[config.mk]
export PLATFORM = sky130hd
export DESIGN_NAME = mem_port_arbiter
export DESIGN_NICKNAME = d
export VERILOG_FILES = /design/src/rtl/mem_port_arbiter.sv
export SDC_FILE = /design/constraint.sdc
export NUM_CORES = 1
export LEC_CHECK = 0
export BUFFER_PORTS_ARGS = -buffer_cell sky130_fd_sc_hd__buf_4
export CORE_MARGIN = 2
export CORE_UTILIZATION = 35
export CTS_BUF_LIST = sky130_fd_sc_hd__clkbuf_4 sky130_fd_sc_hd__clkbuf_8
export DETAILED_ROUTE_END_ITERATION = 8
export RECOVER_POWER = 25
export SETUP_SLACK_MARGIN = 0.1
export SKIP_LAST_GASP = 1
export SLEW_MARGIN = 20
export SYNTH_ARGS = -nofsm -noshare
export SYNTH_HDL_FRONTEND = slang
export SYNTH_SLANG_ARGS = --single-unit
[constraint.sdc]
create_clock -name clk -period 13.9 [get_ports clk]
set_clock_uncertainty 0.15 [all_clocks]
set_input_delay 2.78 -clock clk [delete_from_list [all_inputs] [get_ports clk]]
set_output_delay 2.78 -clock clk [all_outputs]
set_load 0.03 [all_outputs]
[src/rtl/mem_port_arbiter.sv]
// Shares one memory port between instruction fetch and the memory stage.
// Data-first arbitration with a fetch starvation guard and a flush-cancellable fetch.
module mem_port_arbiter #(
   parameter int MAX_DEFER = 4
) (
   input  logic        clk,
   input  logic        reset,
   input  logic        if_req,
   input  logic [31:0] if_addr,
   input  logic        if_flush,
   output logic        if_valid,
   output logic [31:0] if_instr,
   input  logic        d_req,
   input  logic        d_we,
   input  logic [31:0] d_addr,
   input  logic [31:0] d_wdata,
   output logic        d_done,
   output logic [31:0] d_rdata,
   output logic        stall_f,
   output logic        stall_m,
   output logic        mem_req,
   output logic        mem_we,
   output logic [31:0] mem_addr,
   output logic [31:0] mem_wdata,
   input  logic        mem_ack,
   input  logic [31:0] mem_rdata
);
   localparam int CNT_W = (MAX_DEFER < 1) ? 1 : $clog2(MAX_DEFER + 1);
   localparam logic [CNT_W-1:0] DEFER_MAX = CNT_W'(MAX_DEFER);

   typedef enum logic [1:0] {IDLE = 2'd0, FETCH = 2'd1, DATA = 2'd2} state_t;

   state_t           state_q, state_d;
   logic [CNT_W-1:0] defer_cnt;
   logic             discard;
   logic             f_eff, f_arb, d_arb, defer_full;
   logic             grant_f, grant_d;

   // A requester whose completion pulse is out this cycle is not re-arbitrated.
   assign f_eff      = if_req & ~if_flush;
   assign f_arb      = f_eff & ~if_valid;
   assign d_arb      = d_req & ~d_done;
   assign defer_full = (defer_cnt == DEFER_MAX);

   assign stall_f = if_req & ~if_valid & ~if_flush;
   assign stall_m = d_req & ~d_done;

   always_comb begin
      state_d = state_q;
      grant_f = 1'b0;
      grant_d = 1'b0;
      case (state_q)
         IDLE: begin
            if (f_arb && (!d_arb || defer_full)) begin
               grant_f = 1'b1;
               state_d = FETCH;
            end else if (d_arb) begin
               grant_d = 1'b1;
               state_d = DATA;
            end
         end
         FETCH, DATA: begin
            if (mem_ack) state_d = IDLE;
         end
         default: state_d = IDLE;
      endcase
   end

   always_ff @(posedge clk or posedge reset) begin
      if (reset) state_q <= IDLE;
      else       state_q <= state_d;
   end

   always_ff @(posedge clk or posedge reset) begin
      if (reset) begin
         mem_req   <= 1'b0;
         mem_we    <= 1'b0;
         mem_addr  <= '0;
         mem_wdata <= '0;
         if_valid  <= 1'b0;
         if_instr  <= '0;
         d_done    <= 1'b0;
         d_rdata   <= '0;
         defer_cnt <= '0;
         discard   <= 1'b0;
      end else begin
         if_valid <= 1'b0;
         d_done   <= 1'b0;

         if (grant_f) begin
            mem_req   <= 1'b1;
            mem_we    <= 1'b0;
            mem_addr  <= if_addr;
            mem_wdata <= '0;
            defer_cnt <= '0;
         end

         if (grant_d) begin
            mem_req   <= 1'b1;
            mem_we    <= d_we;
            mem_addr  <= d_addr;
            mem_wdata <= d_wdata;
            if (f_eff && !defer_full) defer_cnt <= defer_cnt + CNT_W'(1);
         end

         // A flush seen on any fetch cycle, the ack cycle included, drops the word.
         if (state_q == FETCH) begin
            if (mem_ack) begin
               mem_req <= 1'b0;
               discard <= 1'b0;
               if (!discard && !if_flush) begin
                  if_instr <= mem_rdata;
                  if_valid <= 1'b1;
               end
            end else if (if_flush) begin
               discard <= 1'b1;
            end
         end

         if (state_q == DATA && mem_ack) begin
            mem_req <= 1'b0;
            d_done  <= 1'b1;
            if (!mem_we) d_rdata <= mem_rdata;
         end
      end
   end
endmodule
After elaboration in Yosys (flattened, before gate mapping). Cells that the tools add are included.

Input port bits: 135. Word-level logic and storage cells: 72. Output and inout bits: 134. Register bits: 138.

Reduce and logical (&&, ||, !) cells: 17. Muxes and demuxes: 29. Equality and inequality tests: 5. Bitwise gates (word level): 9. Add/subtract/negate cells: 1.

Operator list (count): 2-to-1 mux 32 bit (4); 2-to-1 mux 1 bit (18); 2-to-1 mux 3 bit (3); 2-to-1 mux 2 bit (3); AND reduction 2 bit (3); AND 1 bit (5); logical AND 1 bit (4); logical NOT 1 bit (4); inverter 1 bit (4); one-hot mux 2 bit (2 select lines) (1); nonzero test 2 bit (2); adder 3 x 1 -> 3 bit, second input constant (1); == test 3 bit, second input constant (1); != test 3 bit, second input constant (1); AND reduction 3 bit (1); == test 2 x 1 -> 1 bit, second input constant (1); == test 2 bit, second input constant (1); logical NOT 2 bit (1); != test 2 bit, second input constant (1); OR reduction 2 bit (1); logical OR 1 bit (1).

Depth between registers and ports, before layout. Gate-level depths: netlist of the first run.

Word-level depth: 12. Gate-level depth with buffers: 8. Gate-level depth less buffers: 6.

Worst setup path after synthesis of the first run. Ideal clock, no wire load.

Kind: input port to output port. Start: in if_flush. End: out stall_f. Data arrival time: 3207 ps. Stages on the path: 1. Slack: 7763 ps. Data required time: 10970 ps. Cells stage by stage: nor3b_4.

Cells in the longest elaborated chain, start to end: 2.

Ends and longest elaborated chain: start: declaration (RTL line 10) `input logic if_flush,`; inverter 1 bit (RTL line 45) `assign stall_f = if_req & ~if_valid & ~if_flush;`; AND 1 bit (RTL line 45); end: declaration (RTL line 19) `output logic stall_f,`.

No other way between the ends.

Worst setup path after layout of the first run. Same ends and word-level chain as after synthesis.

==> results.sh, run 1 <==
export IMPL_grtUsageTotal=0.174
export IMPL_io_pins=269
export IMPL_rsz0062_at_grt="no"
export IMPL_whs_endpoint="defer_cnt[2]"
export IMPL_powerDensity_nw_per_um2=249
export IMPL_fmax_ghz=0.148
export IMPL_drt_wirelength_per_cell_um=17.2
export IMPL_min_period_ns=6.78
export IMPL_violations="max-capacitance violations, max-slew violations"
export IMPL_synth_adder_area_share=0.0114
export IMPL_area_delta_synth_final_pct=46.5
export IMPL_path_class="in -> out"
export IMPL_clock_latency_ns=0.43
export IMPL_drc=0
export IMPL_synth_ff_type="dfrtp_1"
export IMPL_reg2reg_from="state_q[1]"
export IMPL_vdd_ir_drop_max_mv=0.118
export IMPL_num_fill_cells=1352
export IMPL_ys_ff_latch=138
export IMPL_hold_class="reg -> reg"
export IMPL_synth_edf_count=0
export IMPL_drive_above_1_share=0.580
export IMPL_cts_root_buf="clkbuf_8"
export IMPL_clockBufferDepth=2
export IMPL_synth_top_cell_by_area="dfrtp_1"
export IMPL_tightestPinTransition_ns=3.37
export IMPL_synth_most_common_cell="dfrtp_1"
export IMPL_critPathMaxFanout=5
export IMPL_syn_inst=366
export IMPL_grt_max_degree=78
export IMPL_grt_pass1_wl_mm=22.3
export IMPL_routed_wl_mm=14.7
export IMPL_cts_setup_buffers=0
export IMPL_synth_area_top_cells="dfrtp_1 63%, mux2_2 13%, a22o_1 11%"
export IMPL_r2r_setup_slack_ns=10.87
export IMPL_critical_path_max_stage_delay_ns=0.62
export IMPL_cts_resized=0
export IMPL_die_area_um2=16700
export IMPL_diodes=0
export IMPL_gr_total_overflow=0
export IMPL_synth_compound_area_frac=0.161
export IMPL_final_cell_area_um2=8030
export IMPL_viasPerCell=4.84
export IMPL_die_y_um=129
export IMPL_fp_row_count=45
export IMPL_place_area_um2=7620
export IMPL_max_cap_violations=2
export IMPL_crit_arrival_ns=3.85
export IMPL_crit_chain="clkbuf_1 > nor3b_1 > buf_4"
export IMPL_slew_violations=112
export IMPL_power_leakage_nw=4.22
export IMPL_synth_top_family_by_area="compound AO/OA/AOI/OAI gates"
export IMPL_reg2reg_depth=6
export IMPL_ys_types=28
export IMPL_ant_nets=0
export IMPL_start_kind="primary input"
export IMPL_core_area_um2=15300
export IMPL_yosysSeqAreaShare=0.630
export IMPL_min_from="defer_cnt[2]"
export IMPL_cts_num_sinks=138
export IMPL_synthArstFlopShare=1.00
export IMPL_cpMaxStageDelayCell="nor3b_1"
export IMPL_synth_top_area_frac=0.630
export IMPL_fin_util=0.526
export IMPL_relSlewSlack=-1.26
export IMPL_status="finished, violations left"
export IMPL_synthesis_nets=506
export IMPL_ys_top_cells_by_count="138 x dfrtp_1, 66 x a22o_1, 64 x mux2_2"
export IMPL_syn_area_um2=5480
export IMPL_initial_core_util=0.359
export IMPL_synth_warnings=0
export IMPL_cp_end_kind="output port"
export IMPL_synth_area_per_cell_um2=15.0
export IMPL_nNetsFinal=772
export IMPL_synth_xor_area_frac=0
export IMPL_r2r_end="if_instr[31]"
export IMPL_portBuffers=268
export IMPL_cp_required_ns=10.97
export IMPL_hold_depth=1
export IMPL_postCtsHoldBufs=0
export IMPL_hpwl_mm=10.5
export IMPL_drtIter0Drc=128
export IMPL_grt_pass1_vias=4429
export IMPL_antenna_found_initial=0
export IMPL_yosys_area_share_simple=0.0196
export IMPL_first_pass_iters=4
export IMPL_cts_tree="done"
export IMPL_fin_setup_tns_ns=0
export IMPL_cts_max_level=4
export IMPL_setup_viol=0
export IMPL_finalHoldViolations=0
export IMPL_cts_buffers=17
export IMPL_hold_slack_ns=0.316
export IMPL_muxShareOfSynthArea=0.138
export IMPL_clk_pin_slew_ns=0.07
export IMPL_place_gp_congestion=0.773
export IMPL_finalPower_w=0.00200
export IMPL_finalCritPeriodShare=0.488
export IMPL_vias=4140
export IMPL_die_w_um=129
registers in the layout (all words and copies together), names as in the netlist:
register	flops
if_valid	1
discard	1
mem_we	1
state_q	2
if_instr	32
mem_req	1
mem_wdata	32
d_rdata	32
defer_cnt	3
d_done	1
mem_addr	32
through the flow:
step           instances  setup slack (ns)
2_1_floorplan        366              7.27
3_3_place_gp         824              7.53
3_5_place_dp         824              7.51
4_1_cts              856              7.50
5_1_grt              856              7.11
6_report             856              7.12
cells by family (layout without fill, tap and decap cells):
family | Yosys count | count (layout)
compound gates | 108 | 108
flops | 138 | 138
mux | 67 | 67
simple gates | 15 | 15
buf+inv | 33 | 312
fa+ha+maj | 5 | 5
report_power, final:
| part | internal, W | switching [W] |
|---|---|---|
| clock | 0.000196 | 0.000154 |
| sequential | 0.000573 | 0.0000946 |
| combinational | 0.000417 | 0.000566 |
layer usage:
metal	routed length [um]	track usage	vias up
met5	0	0	-
met4	209	0.0639	0
met3	1420	0.0698	19
met2	7600	0.307	174
met1	5510	0.188	2068
li1	-	-	1879
cell usage in the layout (no fill, tap or decap):
cell type and count:
a21o_1 32, nand2b_1 3, a21oi_1 4, or2_2 1, nor3_4 1, nor3_1 1, dfrtp_1 138, buf_4 269
mux2_1 1, and2_1 1, nand2_1 3, and2_0 1, clkinv_2 4, o21ai_4 1, clkinv_4 2, ha_1 5
a22o_1 66, and3_4 1, nand3b_1 1, clkbuf_1 2, nor3b_1 1, a221oi_1 1, inv_1 7, nor2_2 1
clkinvlp_4 2, mux2_4 1, o211a_2 1, mux2_2 64, clkinvlp_2 1, o21ai_0 3, clkbuf_8 21, mux2i_1 1
clkbuf_4 1, bufinv_16 3
area by class of cell:
type,instances,area (um2),share of cell area
timing repair buffer,272,2030,0.254
tap,211,264,0.0329
clock inverter,11,143,0.0178
clock buffer,21,289,0.0360
sequential,138,3450,0.430
multi-input combinational,195,1810,0.226
inverter,8,31.3,0.00390
critical path: cells and delay by family:
| family | cells | cell delay [ns] |
|---|---|---|
| buffers and inverters | 2 | 0.45 |
| and+or+nand+nor | 1 | 0.62 |
how the worst max path moves through the flow:
stage / slack [ns] / start / endpoint / depth (start not counted)
4_1_cts: 7.50 / if_flush / stall_f / 3
3_3_place_gp: 7.53 / if_flush / stall_f / 3
6_report: 7.12 / if_flush / stall_f / 3
5_1_grt: 7.11 / if_flush / stall_f / 3
2_1_floorplan: 7.27 / reset / d_done / 1
3_5_place_dp: 7.51 / if_flush / stall_f / 3
Power figures use the tool's default switching activity.
==> inputs of run 2 (changes only) <==
- ABC_AREA: not set -> 1
- PLACE_DENSITY: not set -> 0.65
- clock period: 13.9 -> 5.7 ns (I/O delays scaled with it)
==> results.sh, run 2 <==
export IMPL_status="finished, violations left"
export IMPL_violations="max-capacitance violations, max-slew violations"
export IMPL_cts_buffers=17
export IMPL_finalHoldViolations=0
export IMPL_postCtsHoldBufs=0
export IMPL_clock_latency_ns=0.43
export IMPL_cts_tree="done"
export IMPL_io_pins=269
export IMPL_grt_pass1_vias=5239
export IMPL_drtIter0Drc=298
export IMPL_crit_chain="buf_4 > inv_2 > nand2_4 > nor2_8 > nand2_1 > nand3_2 > buf_4 > inv_2 > nor2_1 > nor2_1"
export IMPL_syn_area_um2=5750
export IMPL_syn_inst=630
export IMPL_synth_most_common_cell="nand2_1"
export IMPL_min_period_ns=3.49
export IMPL_fmax_ghz=0.286
export IMPL_cp_end_kind="flip-flop"
export IMPL_die_w_um=132
export IMPL_cts_root_buf="clkbuf_8"
export IMPL_portBuffers=268
export IMPL_critical_path_max_stage_delay_ns=0.64
export IMPL_diodes=0
export IMPL_ys_top_cells_by_count="178 x nand2_1, 138 x dfrtp_1, 100 x nand3_1"
export IMPL_die_area_um2=17500
export IMPL_area_delta_synth_final_pct=43.7
export IMPL_power_leakage_nw=4.44
export IMPL_cpMaxStageDelayCell="nand2_1"
export IMPL_clk_pin_slew_ns=0.07
export IMPL_path_class="in -> reg"
export IMPL_die_y_um=132
export IMPL_core_area_um2=15900
export IMPL_r2r_setup_slack_ns=2.49
export IMPL_crit_arrival_ns=3.66
export IMPL_finalCritPeriodShare=0.612
export IMPL_ys_types=20
export IMPL_drive_above_1_share=0.355
export IMPL_synthesis_nets=770
export IMPL_synthArstFlopShare=1.00
export IMPL_place_gp_congestion=0.785
export IMPL_cp_required_ns=5.87
export IMPL_synth_top_cell_by_area="dfrtp_1"
export IMPL_fp_row_count=46
export IMPL_grt_max_degree=71
export IMPL_ant_nets=0
export IMPL_slew_violations=59
export IMPL_dp_worst_setup_slack_ns=2.28
export IMPL_first_pass_iters=5
export IMPL_cts_max_level=4
export IMPL_synth_top_area_frac=0.601
export IMPL_hold_slack_ns=0.316
export IMPL_vias=5244
export IMPL_initial_core_util=0.361
export IMPL_grt_busiest_layer="met2"
export IMPL_synth_edf_count=0
export IMPL_cts_num_sinks=138
export IMPL_setup_viol=0
export IMPL_cts_resized=0
export IMPL_grt_pass1_wl_mm=27.2
export IMPL_cts_setup_buffers=0
export IMPL_drc=0
export IMPL_critPathMaxFanout=66
export IMPL_final_setup_worst_slack_ns=2.21
export IMPL_tightestPinTransition_ns=2.61
export IMPL_synth_ff_type="dfrtp_1"
export IMPL_met1_usage=0.247
export IMPL_antenna_found_initial=0
export IMPL_yosysSeqAreaShare=0.601
export IMPL_ys_ff_latch=138
export IMPL_routed_wl_mm=16.6
export IMPL_synth_area_top_cells="dfrtp_1 60%, nand2_1 12%, nand3_1 8.7%"
export IMPL_vdd_ir_drop_max_mv=0.257
export IMPL_grtUsageTotal=0.194
export IMPL_clockBufferDepth=2
export IMPL_synth_area_per_cell_um2=9.12
export IMPL_viasPerCell=4.73
export IMPL_synth_warnings=0
export IMPL_final_cell_mix="272 x buf_4, 179 x nand2_1, 138 x dfrtp_1"
export IMPL_max_cap_violations=1
export IMPL_drt_wirelength_per_cell_um=15.0
export IMPL_gr_total_overflow=0
export IMPL_rsz0062_at_grt="no"
export IMPL_hpwl_mm=11.6
export IMPL_hold_class="reg -> reg"
export IMPL_layout_commonest_cell="buf_4"
export IMPL_powerDensity_nw_per_um2=582
export IMPL_fin_setup_tns_ns=0
export IMPL_start_kind="primary input"
export IMPL_grt_met2_usage=0.305
export IMPL_relSlewSlack=-0.752
export IMPL_nNetsFinal=1020
export IMPL_use_met3=0.0788
-- run 2: changes by cell type after synthesis, sizes merged, moves of 2 or more --
cell	previous run	this run
clkbuf	4	16
nand2b	3	0
a21oi	4	0
nand4	0	33
nand2	3	180
and2	2	0
a21o	32	0
inv	8	52
nand3	0	102
mux2	66	0
o21ai	4	70
nor2	1	5
buf	21	27
a22o	66	0
-- run 2: through the flow --
stage	cells	power, W	util	cell area [um2]
finish	1109	0.00481	0.518	8260
floorplan	630	0.00310	-	5750
CTS	1109	0.00487	0.519	8280
detailed placement	1077	0.00401	0.493	7860
global route	1109	0.00513	0.518	8260
global placement	1077	0.00399	0.493	7860
-- run 2: kinds of logic (layout without fill, tap and decap cells) --
| kind of cell | Yosys count | count (layout) | share of synthesized area |
|---|---|---|---|
| AND/OR/NAND/NOR | 322 | 322 | 0.256 |
| flip-flops | 138 | 138 | 0.601 |
| buffers and inverters | 95 | 358 | 0.0718 |
| AO/OA/AOI/OAI | 70 | 70 | 0.0609 |
| adder cells (fa/ha/maj) | 5 | 5 | 0.0109 |
-- run 2: report_power, final --
part	switching [W]	internal [W]	total, W
sequential	0.000242	0.00140	0.00164
combinational	0.00150	0.000828	0.00233
clock	0.000389	0.000447	0.000836
total	0.00213	0.00267	0.00481
-- run 2: cell type report --
type / count / area (um2)
fill: 1494 / 7680
sequential: 138 / 3450
timing repair buffer: 274 / 2050
multi-input combinational: 397 / 1870
tap: 216 / 270
clock buffer: 19 / 249
inverter: 52 / 196
clock inverter: 13 / 169
-- run 2: worst max-delay path, delay by kind of cell --
family / cells / cell delay (ns)
and+or+nand+nor: 6 / 1.26
buffers and inverters: 4 / 1.21
-- run 2: routing by layer --
layer | up-vias | share of wire
li1 | 2573 | -
met1 | 2394 | 0.42
met2 | 258 | 0.47
met3 | 19 | 0.10
met4 | 0 | 0.013
met5 | - | 0
-- run 2: final timing paths --
path | startpoint | end | cells past startpoint
max in group asynchronous | reset | d_done | 3
max | if_flush | mem_req | 10
min reg2reg | discard | if_valid | 1
min | discard | if_valid | 1
min in group asynchronous | reset | if_instr[25] | 2
max reg2reg | defer_cnt[0] | mem_req | 10
==> inputs of run 3 (changes only) <==
- clock period: 5.7 -> 3.1 ns (I/O delays scaled with it)
==> results.sh, run 3 (synthesis results as in run 2) <==
export IMPL_cp_required_ns=3.32
export IMPL_antenna_found_initial=0
export IMPL_finalPower_w=0.00890
export IMPL_max_cap_violations=0
export IMPL_rsz0062_at_grt="no"
export IMPL_critPathMaxFanout=65
export IMPL_finalCritPeriodShare=0.753
export IMPL_nNetsFinal=1025
export IMPL_io_pins=269
export IMPL_drive_above_1_share=0.362
export IMPL_setup_viol=0
export IMPL_drt_wirelength_per_cell_um=15.3
export IMPL_path_class="reg -> reg"
export IMPL_critical_path_max_stage_delay_ns=0.56
export IMPL_min_period_ns=2.33
export IMPL_vdd_ir_drop_max_mv=0.531
export IMPL_die_y_um=132
export IMPL_reg2reg_depth=9
export IMPL_num_fill_cells=1528
export IMPL_place_gp_congestion=0.831
export IMPL_initial_core_util=0.361
export IMPL_gr_total_overflow=0
export IMPL_multiInputGateArea_um2=1880
export IMPL_postCtsHoldBufs=0
export IMPL_status="finished clean"
export IMPL_area_delta_synth_final_pct=45.2
export IMPL_r2r_end="mem_addr[26]"
export IMPL_final_cell_mix="273 x buf_4, 178 x nand2_1, 138 x dfrtp_1"
export IMPL_slew_violations=0
export IMPL_fp_row_count=46
export IMPL_area_sequential_um2=3450
export IMPL_finalHoldViolations=0
export IMPL_placed_cells=1082
export IMPL_cts_resized=0
export IMPL_fmax_ghz=0.429
export IMPL_ant_nets=0
export IMPL_cts_max_level=4
export IMPL_cts_buffers=17
export IMPL_core_area_um2=15900
export IMPL_cts_setup_buffers=0
export IMPL_clk_pin_slew_ns=0.08
export IMPL_stdcell_count=1114
export IMPL_cpMaxStageDelayCell="buf_4"
export IMPL_drtIter0Drc=269
export IMPL_relSlewSlack=0.0989
export IMPL_vias=5279
export IMPL_hold_slack_ns=0.227
export IMPL_grtUsageTotal=0.198
export IMPL_crit_family="simple AND/OR/NAND/NOR gates"
export IMPL_first_pass_iters=4
export IMPL_clock_latency_ns=0.43
export IMPL_clockBufferDepth=2
export IMPL_cp_endpoint="mem_addr[26]"
export IMPL_startpoint="defer_cnt[0]"
export IMPL_reg2reg_from="defer_cnt[0]"
export IMPL_fin_util=0.523
export IMPL_drc=0
export IMPL_cts_num_sinks=138
export IMPL_cts_root_buf="clkbuf_8"
export IMPL_diodes=0
export IMPL_fin_setup_tns_ns=0
export IMPL_power_leakage_nw=4.50
export IMPL_grt_pass1_wl_mm=27.6
export IMPL_cpMostUsedCell="nand3_1"
export IMPL_cp_num_buf_inv=2
export IMPL_grt_pass1_vias=5230
export IMPL_cp_depth=9
export IMPL_r2r_setup_slack_ns=0.77
export IMPL_powerDensity_nw_per_um2=1070
export IMPL_routed_wl_mm=17.0
export IMPL_die_area_um2=17500
export IMPL_grt_max_degree=66
export IMPL_portBuffers=268
export IMPL_hpwl_mm=12.1
export IMPL_die_w_um=132
export IMPL_hold_class="in -> reg"
export IMPL_layout_commonest_cell="buf_4"
export IMPL_crit_chain="inv_1 > ha_1 > nand2_1 > nand3_1 > nand2_4 > nand3_2 > buf_4 > nand3_1 > nand3_1"
export IMPL_tightestPinTransition_ns=1.34
export IMPL_viasPerCell=4.74
export IMPL_cp_end_kind="flip-flop"
export IMPL_crit_arrival_ns=2.56
export IMPL_start_kind="flip-flop"
export IMPL_cts_tree="done"
[run 3: worst register-to-register path: stages (launching register included)]
cell and delay [ns]:
dfrtp_1 0.41, inv_1 0.07, ha_1 0.13, nand2_1 0.07
nand3_1 0.18, nand2_4 0.26, nand3_2 0.16, buf_4 0.56
nand3_1 0.19, nand3_1 0.11
[run 3: report_power, final]
| part | internal (W) | total (W) | switching (W) |
|---|---|---|---|
| Combinational | 0.00155 | 0.00433 | 0.00278 |
| Clock | 0.000843 | 0.00155 | 0.000702 |
| Sequential | 0.00257 | 0.00302 | 0.000454 |
[run 3: area by class of cell]
class                   count  area share
flip-flops and latches    138       0.414
repair buffers            279       0.255
multi-input cells         397       0.225
clock buffers              21      0.0324
well taps                 216      0.0324
inverters                  52      0.0235
clock inverters            11      0.0175
[run 3: how the worst min path moves through the flow]
stage,from,to,cells after the start
final,d_wdata[20],mem_wdata[20],3
after CTS,reset,if_valid,2
after global placement,discard,if_valid,1
after detailed placement,discard,if_valid,1
after floorplan,discard,if_valid,1
after global routing,d_wdata[7],mem_wdata[7],3
[run 3: per-stage QoR]
| step | setup slack [ns] | area (um2) |
|---|---|---|
| final | 0.767 | 8350 |
| after global routing | 0.333 | 8350 |
| after CTS | 0.749 | 8380 |
| after detailed placement | 0.634 | 7960 |
| after global placement | 0.687 | 7960 |
| after floorplan | 0.609 | 5750 |
[run 3: layer usage]
layer / GRT usage / vias up / routed length [um]
met3: 0.0765 / 27 / 1640
met2: 0.315 / 233 / 7940
met1: 0.249 / 2445 / 7110
li1: - / 2574 / -
met4: 0.0658 / 0 / 326
met5: 0 / - / 0
